`config.mk`:
```
export PLATFORM = sky130hd
export DESIGN_NAME = pipelined_subtractor16_flat
export DESIGN_NICKNAME = d
export VERILOG_FILES = /design/src/rtl/sub16_pkg.sv /design/src/rtl/pipelined_subtractor16_if.sv /design/src/rtl/ksa8bit.sv /design/src/rtl/pipelined_subtractor16_sub_stage.sv /design/src/rtl/ripple_carry_adder.sv /design/src/rtl/pipelined_subtractor16.sv /design/src/flat_wrapper.sv
export SDC_FILE = /design/constraint.sdc
export NUM_CORES = 1
export LEC_CHECK = 0
export CAP_MARGIN = 40
export CORE_AREA = 2 2 140 142
export DETAILED_ROUTE_END_ITERATION = 12
export DIE_AREA = 0 0 142 144
export PLACE_DENSITY = 0.61
export SLEW_MARGIN = 10
export SYNTH_ARGS = -nofsm -noshare
export SYNTH_HDL_FRONTEND = slang
export SYNTH_HIERARCHICAL = 1
export SYNTH_SLANG_ARGS = --single-unit
export TNS_END_PERCENT = 5
```
`constraint.sdc`:
```
create_clock -name clk -period 5.9 [get_ports clk]
set_input_delay 1.18 -clock clk [delete_from_list [all_inputs] [get_ports clk]]
set_output_delay 1.18 -clock clk [all_outputs]
set_load 0.05 [all_outputs]
```
`src/rtl/sub16_pkg.sv`:
```
// Shared widths, segment boundaries and stage payload for the 16-bit pipelined subtractor.
package sub16_pkg;
   localparam int W    = 16;
   localparam int SEG0 = 4;
   localparam int SEG1 = 8;
   localparam int SEG2 = 4;

   localparam int LSB0 = 0;
   localparam int LSB1 = SEG0;
   localparam int LSB2 = SEG0 + SEG1;

   // carry is active-high "no borrow"; cmsb is the carry into the segment's top bit.
   typedef struct packed {
      logic [W-1:0] a;
      logic [W-1:0] nb;
      logic         carry;
      logic         cmsb;
      logic [W-1:0] d;
   } stage_pl_t;

   // Idle payload decodes to D = 0, Bout = 0, V = 0 at the output.
   localparam stage_pl_t PL_IDLE = '{a: '0, nb: '0, carry: 1'b1, cmsb: 1'b1, d: '0};

   function automatic stage_pl_t make_entry(input logic [W-1:0] a, input logic [W-1:0] b,
                                            input logic bin);
      stage_pl_t pl;
      pl       = PL_IDLE;
      pl.a     = a;
      pl.nb    = ~b;
      pl.carry = ~bin;
      return pl;
   endfunction
endpackage

```
`src/rtl/pipelined_subtractor16_if.sv`:
```
// Operand/result handshake bundle for pipelined_subtractor16.
interface pipelined_subtractor16_if;
   import sub16_pkg::*;

   logic         in_valid;
   logic         in_ready;
   logic [W-1:0] A;
   logic [W-1:0] B;
   logic         Bin;
   logic         out_valid;
   logic         out_ready;
   logic [W-1:0] D;
   logic         Bout;
   logic         V;

   modport master (
      output in_valid, A, B, Bin, out_ready,
      input  in_ready, out_valid, D, Bout, V
   );

   modport slave (
      input  in_valid, A, B, Bin, out_ready,
      output in_ready, out_valid, D, Bout, V
   );
endinterface

```
`src/rtl/ksa8bit.sv`:
```
// 8-bit Kogge-Stone adder: three prefix levels, carry-in folded in after the prefix tree.
module ksa8bit (
   input  logic [7:0] a,
   input  logic [7:0] b,
   input  logic       cin,
   output logic [7:0] sum,
   output logic       cout
);
   logic [7:0] g0, p0, g1, p1, g2, p2, g3, p3;
   logic [8:0] c;

   assign g0   = a & b;
   assign p0   = a ^ b;
   assign c[0] = cin;

   genvar gi;
   generate
      for (gi = 0; gi < 8; gi++) begin : g_bit
         if (gi >= 1) begin : g_l1
            assign g1[gi] = g0[gi] | (p0[gi] & g0[gi-1]);
            assign p1[gi] = p0[gi] & p0[gi-1];
         end else begin : g_l1_pass
            assign g1[gi] = g0[gi];
            assign p1[gi] = p0[gi];
         end

         if (gi >= 2) begin : g_l2
            assign g2[gi] = g1[gi] | (p1[gi] & g1[gi-2]);
            assign p2[gi] = p1[gi] & p1[gi-2];
         end else begin : g_l2_pass
            assign g2[gi] = g1[gi];
            assign p2[gi] = p1[gi];
         end

         if (gi >= 4) begin : g_l3
            assign g3[gi] = g2[gi] | (p2[gi] & g2[gi-4]);
            assign p3[gi] = p2[gi] & p2[gi-4];
         end else begin : g_l3_pass
            assign g3[gi] = g2[gi];
            assign p3[gi] = p2[gi];
         end

         // g3/p3 span bits [gi:0], so the carry-in only needs one more AND-OR.
         assign c[gi+1] = g3[gi] | (p3[gi] & cin);
         assign sum[gi] = p0[gi] ^ c[gi];
      end
   endgenerate

   assign cout = c[8];
endmodule

```
`src/rtl/pipelined_subtractor16_sub_stage.sv`:
```
// One pipeline stage: adds its segment of A + ~B + carry and holds the result with a valid bit.
module sub_stage
   import sub16_pkg::*;
#(
   parameter int SEG = 4,
   parameter int LSB = 0
) (
   input  logic      clk,
   input  logic      rst,
   input  logic      up_valid,
   output logic      up_ready,
   input  stage_pl_t up_pl,
   output logic      dn_valid,
   input  logic      dn_ready,
   output stage_pl_t dn_pl
);
   logic             valid_q, valid_d;
   stage_pl_t        pl_q, pl_d;
   logic [SEG-1:0]   seg_sum;
   logic             seg_cout;
   logic             advance;
   logic             load;

   generate
      if (SEG == 8) begin : g_ksa
         ksa8bit u_add (
            .a    (up_pl.a[LSB +: SEG]),
            .b    (up_pl.nb[LSB +: SEG]),
            .cin  (up_pl.carry),
            .sum  (seg_sum),
            .cout (seg_cout)
         );
      end else begin : g_rca
         ripple_carry_adder #(.N(SEG)) u_add (
            .a    (up_pl.a[LSB +: SEG]),
            .b    (up_pl.nb[LSB +: SEG]),
            .cin  (up_pl.carry),
            .sum  (seg_sum),
            .cout (seg_cout)
         );
      end
   endgenerate

   // Loading is allowed whenever the slot is empty or is being drained this cycle.
   assign advance  = valid_q & dn_ready;
   assign up_ready = ~valid_q | advance;
   assign load     = up_valid & up_ready;

   always_comb begin
      valid_d = valid_q;
      pl_d    = pl_q;
      if (load) begin
         valid_d              = 1'b1;
         pl_d                 = up_pl;
         pl_d.d[LSB +: SEG]   = seg_sum;
         pl_d.carry           = seg_cout;
         pl_d.cmsb            = up_pl.a[LSB+SEG-1] ^ up_pl.nb[LSB+SEG-1] ^ seg_sum[SEG-1];
      end else if (advance) begin
         valid_d = 1'b0;
      end
   end

   always_ff @(posedge clk) begin
      if (rst) begin
         valid_q <= 1'b0;
         pl_q    <= PL_IDLE;
      end else begin
         valid_q <= valid_d;
         pl_q    <= pl_d;
      end
   end

   assign dn_valid = valid_q;
   assign dn_pl    = pl_q;
endmodule

```
`src/rtl/ripple_carry_adder.sv`:
```
// Parameterised ripple-carry adder used for the 4-bit end segments.
module ripple_carry_adder #(
   parameter int N = 4
) (
   input  logic [N-1:0] a,
   input  logic [N-1:0] b,
   input  logic         cin,
   output logic [N-1:0] sum,
   output logic         cout
);
   logic [N-1:0] p;
   logic [N-1:0] g;
   logic         c;

   genvar gi;
   generate
      for (gi = 0; gi < N; gi++) begin : g_pg
         assign p[gi] = a[gi] ^ b[gi];
         assign g[gi] = a[gi] & b[gi];
      end
   endgenerate

   always_comb begin
      c   = cin;
      sum = '0;
      for (int i = 0; i < N; i++) begin
         sum[i] = p[i] ^ c;
         c      = g[i] | (p[i] & c);
      end
      cout = c;
   end
endmodule

```
`src/rtl/pipelined_subtractor16.sv`:
```
// Three-stage 16-bit subtractor (4/8/4 segments) computing A - B - Bin with Bout and V.
module pipelined_subtractor16
   import sub16_pkg::*;
(
   input  logic                     clk,
   input  logic                     rst,
   pipelined_subtractor16_if.slave  bus
);
   stage_pl_t entry_pl, s1_pl, s2_pl, s3_pl;
   logic      s1_valid, s2_valid, s3_valid;
   logic      s1_ready, s2_ready, s3_ready;
   logic      unused_pl;

   assign entry_pl = make_entry(bus.A, bus.B, bus.Bin);

   sub_stage #(.SEG(SEG0), .LSB(LSB0)) u_stage1 (
      .clk      (clk),
      .rst      (rst),
      .up_valid (bus.in_valid),
      .up_ready (s1_ready),
      .up_pl    (entry_pl),
      .dn_valid (s1_valid),
      .dn_ready (s2_ready),
      .dn_pl    (s1_pl)
   );

   sub_stage #(.SEG(SEG1), .LSB(LSB1)) u_stage2 (
      .clk      (clk),
      .rst      (rst),
      .up_valid (s1_valid),
      .up_ready (s2_ready),
      .up_pl    (s1_pl),
      .dn_valid (s2_valid),
      .dn_ready (s3_ready),
      .dn_pl    (s2_pl)
   );

   sub_stage #(.SEG(SEG2), .LSB(LSB2)) u_stage3 (
      .clk      (clk),
      .rst      (rst),
      .up_valid (s2_valid),
      .up_ready (s3_ready),
      .up_pl    (s2_pl),
      .dn_valid (s3_valid),
      .dn_ready (bus.out_ready),
      .dn_pl    (s3_pl)
   );

   assign bus.in_ready  = s1_ready & ~rst;
   assign bus.out_valid = s3_valid;
   assign bus.D         = s3_pl.d;
   // Final-stage cmsb is the carry into bit 15.
   assign bus.Bout      = ~s3_pl.carry;
   assign bus.V         = s3_pl.carry ^ s3_pl.cmsb;

   assign unused_pl     = ^{s3_pl.a, s3_pl.nb};
endmodule
```
`src/flat_wrapper.sv`:
```
// flat-port wrapper written by rule: the top's interface ports become plain ports
module pipelined_subtractor16_flat import sub16_pkg::*;
  (clk, rst, bus_in_valid, bus_A, bus_B, bus_Bin, bus_out_ready, bus_in_ready, bus_out_valid, bus_D, bus_Bout, bus_V);
  pipelined_subtractor16_if bus_i ();
  input  logic clk;
  input  logic rst;
  input wire logic [$bits(bus_i.in_valid)-1:0] bus_in_valid;
  input wire logic [$bits(bus_i.A)-1:0] bus_A;
  input wire logic [$bits(bus_i.B)-1:0] bus_B;
  input wire logic [$bits(bus_i.Bin)-1:0] bus_Bin;
  input wire logic [$bits(bus_i.out_ready)-1:0] bus_out_ready;
  output wire logic [$bits(bus_i.in_ready)-1:0] bus_in_ready;
  output wire logic [$bits(bus_i.out_valid)-1:0] bus_out_valid;
  output wire logic [$bits(bus_i.D)-1:0] bus_D;
  output wire logic [$bits(bus_i.Bout)-1:0] bus_Bout;
  output wire logic [$bits(bus_i.V)-1:0] bus_V;
  assign bus_i.in_valid = bus_in_valid;
  assign bus_i.A = bus_A;
  assign bus_i.B = bus_B;
  assign bus_i.Bin = bus_Bin;
  assign bus_i.out_ready = bus_out_ready;
  assign bus_in_ready = bus_i.in_ready;
  assign bus_out_valid = bus_i.out_valid;
  assign bus_D = bus_i.D;
  assign bus_Bout = bus_i.Bout;
  assign bus_V = bus_i.V;
  pipelined_subtractor16 u_core (.clk(clk), .rst(rst), .bus(bus_i));
endmodule
```
-- Yosys cells after proc, flatten, opt, wreduce, memory -nomap -nowiden
Cells that the tools add are included.
- bits in registers: 103
- input port bits: 37
- output and inout port bits: 20
- word-level logic and storage cells: 157
- muxes and demuxes: 6
- bitwise logic cells: 134
- reductions and logical operators: 3
- operator list (cell ; number):
    1-bit bitwise AND ; 63
    1-bit bitwise OR ; 36
    1-bit XOR ; 26
    16-bit NOT ; 1
    8-bit bitwise AND ; 1
    8-bit XOR ; 1
    1-bit 2-to-1 mux ; 6
    1-bit NOT ; 6
    2-bit nonzero test ; 3

-- Longest topological paths before layout
- depth in word-level cells: 10
- gate-level depth with buffers: 11
- depth with buffers taken out: 11

-- Modules after synthesis
The synthesis kept the hierarchy.
- by module, submodules not included (module ; instances ; cells each ; area an instance (µm²) ; sequential area each (µm²)):
    sub_stage ; 3 ; 233 ; 1968.1 ; 1021.0
    ksa8bit ; 1 ; 41 ; 332.8 ; 0.0
    ripple_carry_adder ; 2 ; 14 ; 117.6 ; 0.0
    pipelined_subtractor16 ; 1 ; 22 ; 90.1 ; 0.0

-- Worst setup path after synthesis
Ideal clock, no wire load.
- kind: input -> output
- from: in bus_out_ready
- to: out bus_in_ready
- arrival: 2.913 ns
- data required time: 4.720 ns
- path slack: 1.807 ns
- cell stages on the path: 10
- path through: nor2b_4 inv_2 buf_2 nor2b_4 inv_2 buf_2 nor2b_4 inv_2 buf_2 nor2b_1
- word-level cells in the longest chain between the ends: 7
- ends and longest elaborated chain (element ; RTL line ; text):
    from (decl) ; flat_wrapper.sv:11 ; input wire logic [$bits(bus_i.out_ready)-1:0] bus_out_ready;
    1-bit bitwise AND ; pipelined_subtractor16_sub_stage.sv:45 ; assign advance = valid_q & dn_ready;
    1-bit bitwise OR ; pipelined_subtractor16_sub_stage.sv:46 ; assign up_ready = ~valid_q | advance;
    net u_core.s3_ready ; pipelined_subtractor16.sv:11 ; logic s1_ready, s2_ready, s3_ready;
    1-bit bitwise AND ; pipelined_subtractor16_sub_stage.sv:45 ;
    1-bit bitwise OR ; pipelined_subtractor16_sub_stage.sv:46 ;
    net u_core.s2_ready ; pipelined_subtractor16.sv:11 ;
    1-bit bitwise AND ; pipelined_subtractor16_sub_stage.sv:45 ;
    1-bit bitwise OR ; pipelined_subtractor16_sub_stage.sv:46 ;
    net u_core.s1_ready ; pipelined_subtractor16.sv:11 ;
    1-bit bitwise AND ; pipelined_subtractor16.sv:49 ; assign bus.in_ready = s1_ready & ~rst;
    to (decl) ; flat_wrapper.sv:12 ; output wire logic [$bits(bus_i.in_ready)-1:0] bus_in_ready;
The timed path passes the listed nets, and every way through them passes these cells.

-- Worst setup path in the final report
Ends and elaborated chain as after synthesis.

==> flow_metrics.tcl <==
set metrics [dict create \
    via_count 2922 \
    detail-route-antenna-nets 0 \
    grt_usage_pct 8.721 \
    grt_pass1_wl_um 13830 \
    powerDensity_nw_per_um2 278.4 \
    die_area_um2 20450 \
    diodes 0 \
    worstPathMaxFanout 31 \
    cts_tree "yes" \
    drt_iter0_markers 197 \
    io_pins 57 \
    drive_above_1_share_pct 7.301 \
    cts_sinks 71 \
    setup_tns_ns 0 \
    tightest_slew_ns 0.7092 \
    nFillCells 2092 \
    crit_type "in2out" \
    cp.arrival_ns 3.94 \
    syn-num-nets 503 \
    cts-buffers-inserted 9 \
    grt_max_degree 72 \
    die_h_um 144 \
    max_freq_mhz 195.4 \
    drc 0 \
    path_cells "clkdlybuf4s50_1 > nor2b_4 > inv_2 > nor2b_4 > inv_2 > nor2b_4 > inv_2 > nor2b_1 > clkdlybuf4s50_1" \
    overflow 0 \
    slowest_delay_ns 0.83 \
    rrSetupSlack_ns 3.45 \
    placed_area_um2 4090 \
    cts_resized 0 \
    gp_congestion 0.7585 \
    grt_pass1_vias 2625 \
    outcome "finished clean" \
    vdd_drop_max_mv 0.1245 \
    coreArea_um2 19080 \
    antenna_found_initial 0 \
    required_ns 4.72 \
    die_x_um 142 \
    final_area_um2 4410 \
    synth.cell_area_um2 3586 \
    rows 51 \
    clk_path_buf_depth 2 \
    worst-path-buf-inv 5 \
    cap_violations 0 \
    period_share_pct 86.74 \
    skew_ns 0.004194 \
    min_period_ns 5.118 \
    p_leak_uw 0.001643 \
    post_cts_buffers 0 \
    io_buffers 56 \
    vias_per_cell 4.235 \
    timing.hold.ws_ns 0.4660 \
    setup_viol 0 \
    netlist_instances 449 \
    layout.nets 502 \
    ys_warn_count 6 \
    clock-root-buffer "clkbuf_16" \
    slew_violations 0 \
    crit_path_end_kind "primary output" \
    cpMaxStageDelayCell "clkdlybuf4s50_1" \
    rsz0062_at_grt "false" \
    crit_family "buffers and inverters" \
    clk_pin_slew_ns 0.06 \
    insertion_delay_ns 0.33 \
    hold_buffers 0 \
    post_drt_wl_per_cell_um 12.08 \
    htreeDepth 3 \
    drt-pass1-iter-count 4 \
    wl_um 8337 \
    areaGrowthSynthToFinish_pct 22.99 \
    worstSetupStartpointType "primary input" \
    syn_avg_cell_area_um2 7.987 \
    relSlewSlack_pct 52.72 \
    hpwl_um 5994 \
    hold_class "reg2reg" \
    start_util_pct 18.79 \
    hold_viol 0 \
]
==> placed cells by master, fill, tap and decap left out, types with 8 or more instances in the layout <==
cell and count:
clkdlybuf4s50_1 55, fa_1 9, dfxtp_1 71, clkbuf_16 9, o21ai_0 65, ha_1 8, a21oi_1 73, nand3_1 68
inv_1 39
==> report_power, final <==
part           total [uW]  leakage [uW]  internal [uW]  switching, uW
logic                 130      0.000908           59.5           70.8
clock network         580      0.000155            379            200
registers             518      0.000580            501           17.6
==> flip-flops by register name, summed over array words and instances, names as in the netlist <==
name / flops
u_core/u_stage2/dn_pl: 21
u_core/u_stage3/dn_valid: 1
u_core/u_stage2/dn_valid: 1
u_core/u_stage3/dn_pl: 18
u_core/u_stage1/dn_valid: 1
u_core/u_stage1/dn_pl: 29
==> through the flow <==
| step | std cells | worst slack (ns) | utilization (%) | power (uW) |
|---|---|---|---|---|
| detailed placement | 675 | 0.7990 | 21.44 | 658.6 |
| global route | 690 | 0.6151 | 23.12 | 1288 |
| finish | 690 | 0.7823 | 23.12 | 1228 |
| global placement | 675 | 0.8076 | 21.44 | 656.5 |
| floorplan | 449 | 2.076 | - | 613.5 |
| CTS | 690 | 0.7844 | 23.12 | 1242 |
==> area by class of cell <==
| type | count | area, um^2 | share of cell area (%) |
|---|---|---|---|
| repair buffers | 60 | 585.6 | 13.28 |
| well taps | 238 | 297.8 | 6.752 |
| clock buffers | 10 | 239.0 | 5.418 |
| multi-input cells | 261 | 1617 | 36.65 |
| inverters | 45 | 168.9 | 3.830 |
| flip-flops and latches | 71 | 1421 | 32.23 |
| clock inverters | 5 | 81.33 | 1.844 |
==> path summary, 6_finish.rpt <==
path                                                  end  cells past startpoint                       from
worst max register to register  u_core/u_stage3/dn_pl[16]                     10  u_core/u_stage2/dn_pl[17]
worst min-delay path            u_core/u_stage2/dn_pl[46]                      2  u_core/u_stage1/dn_pl[46]
worst max-delay path                         bus_in_ready                      9              bus_out_ready
worst min register to register  u_core/u_stage2/dn_pl[46]                      2  u_core/u_stage1/dn_pl[46]
==> per-layer routing <==
metal | vias up | wire length (um) | global-route usage, %
met2 | 98 | 3330 | 11.54
met1 | 1337 | 4365 | 12.93
met5 | - | 0 | 0
met4 | 0 | 63 | 2.053
met3 | 7 | 577 | 3.543
li1 | 1480 | - | -
==> worst min-delay path, cell delays in order, from the launching register on <==
cell     delay [ns]
dfxtp_1        0.31
nand3_1        0.06
a21oi_1        0.05
Power figures use the tool's default switching activity.
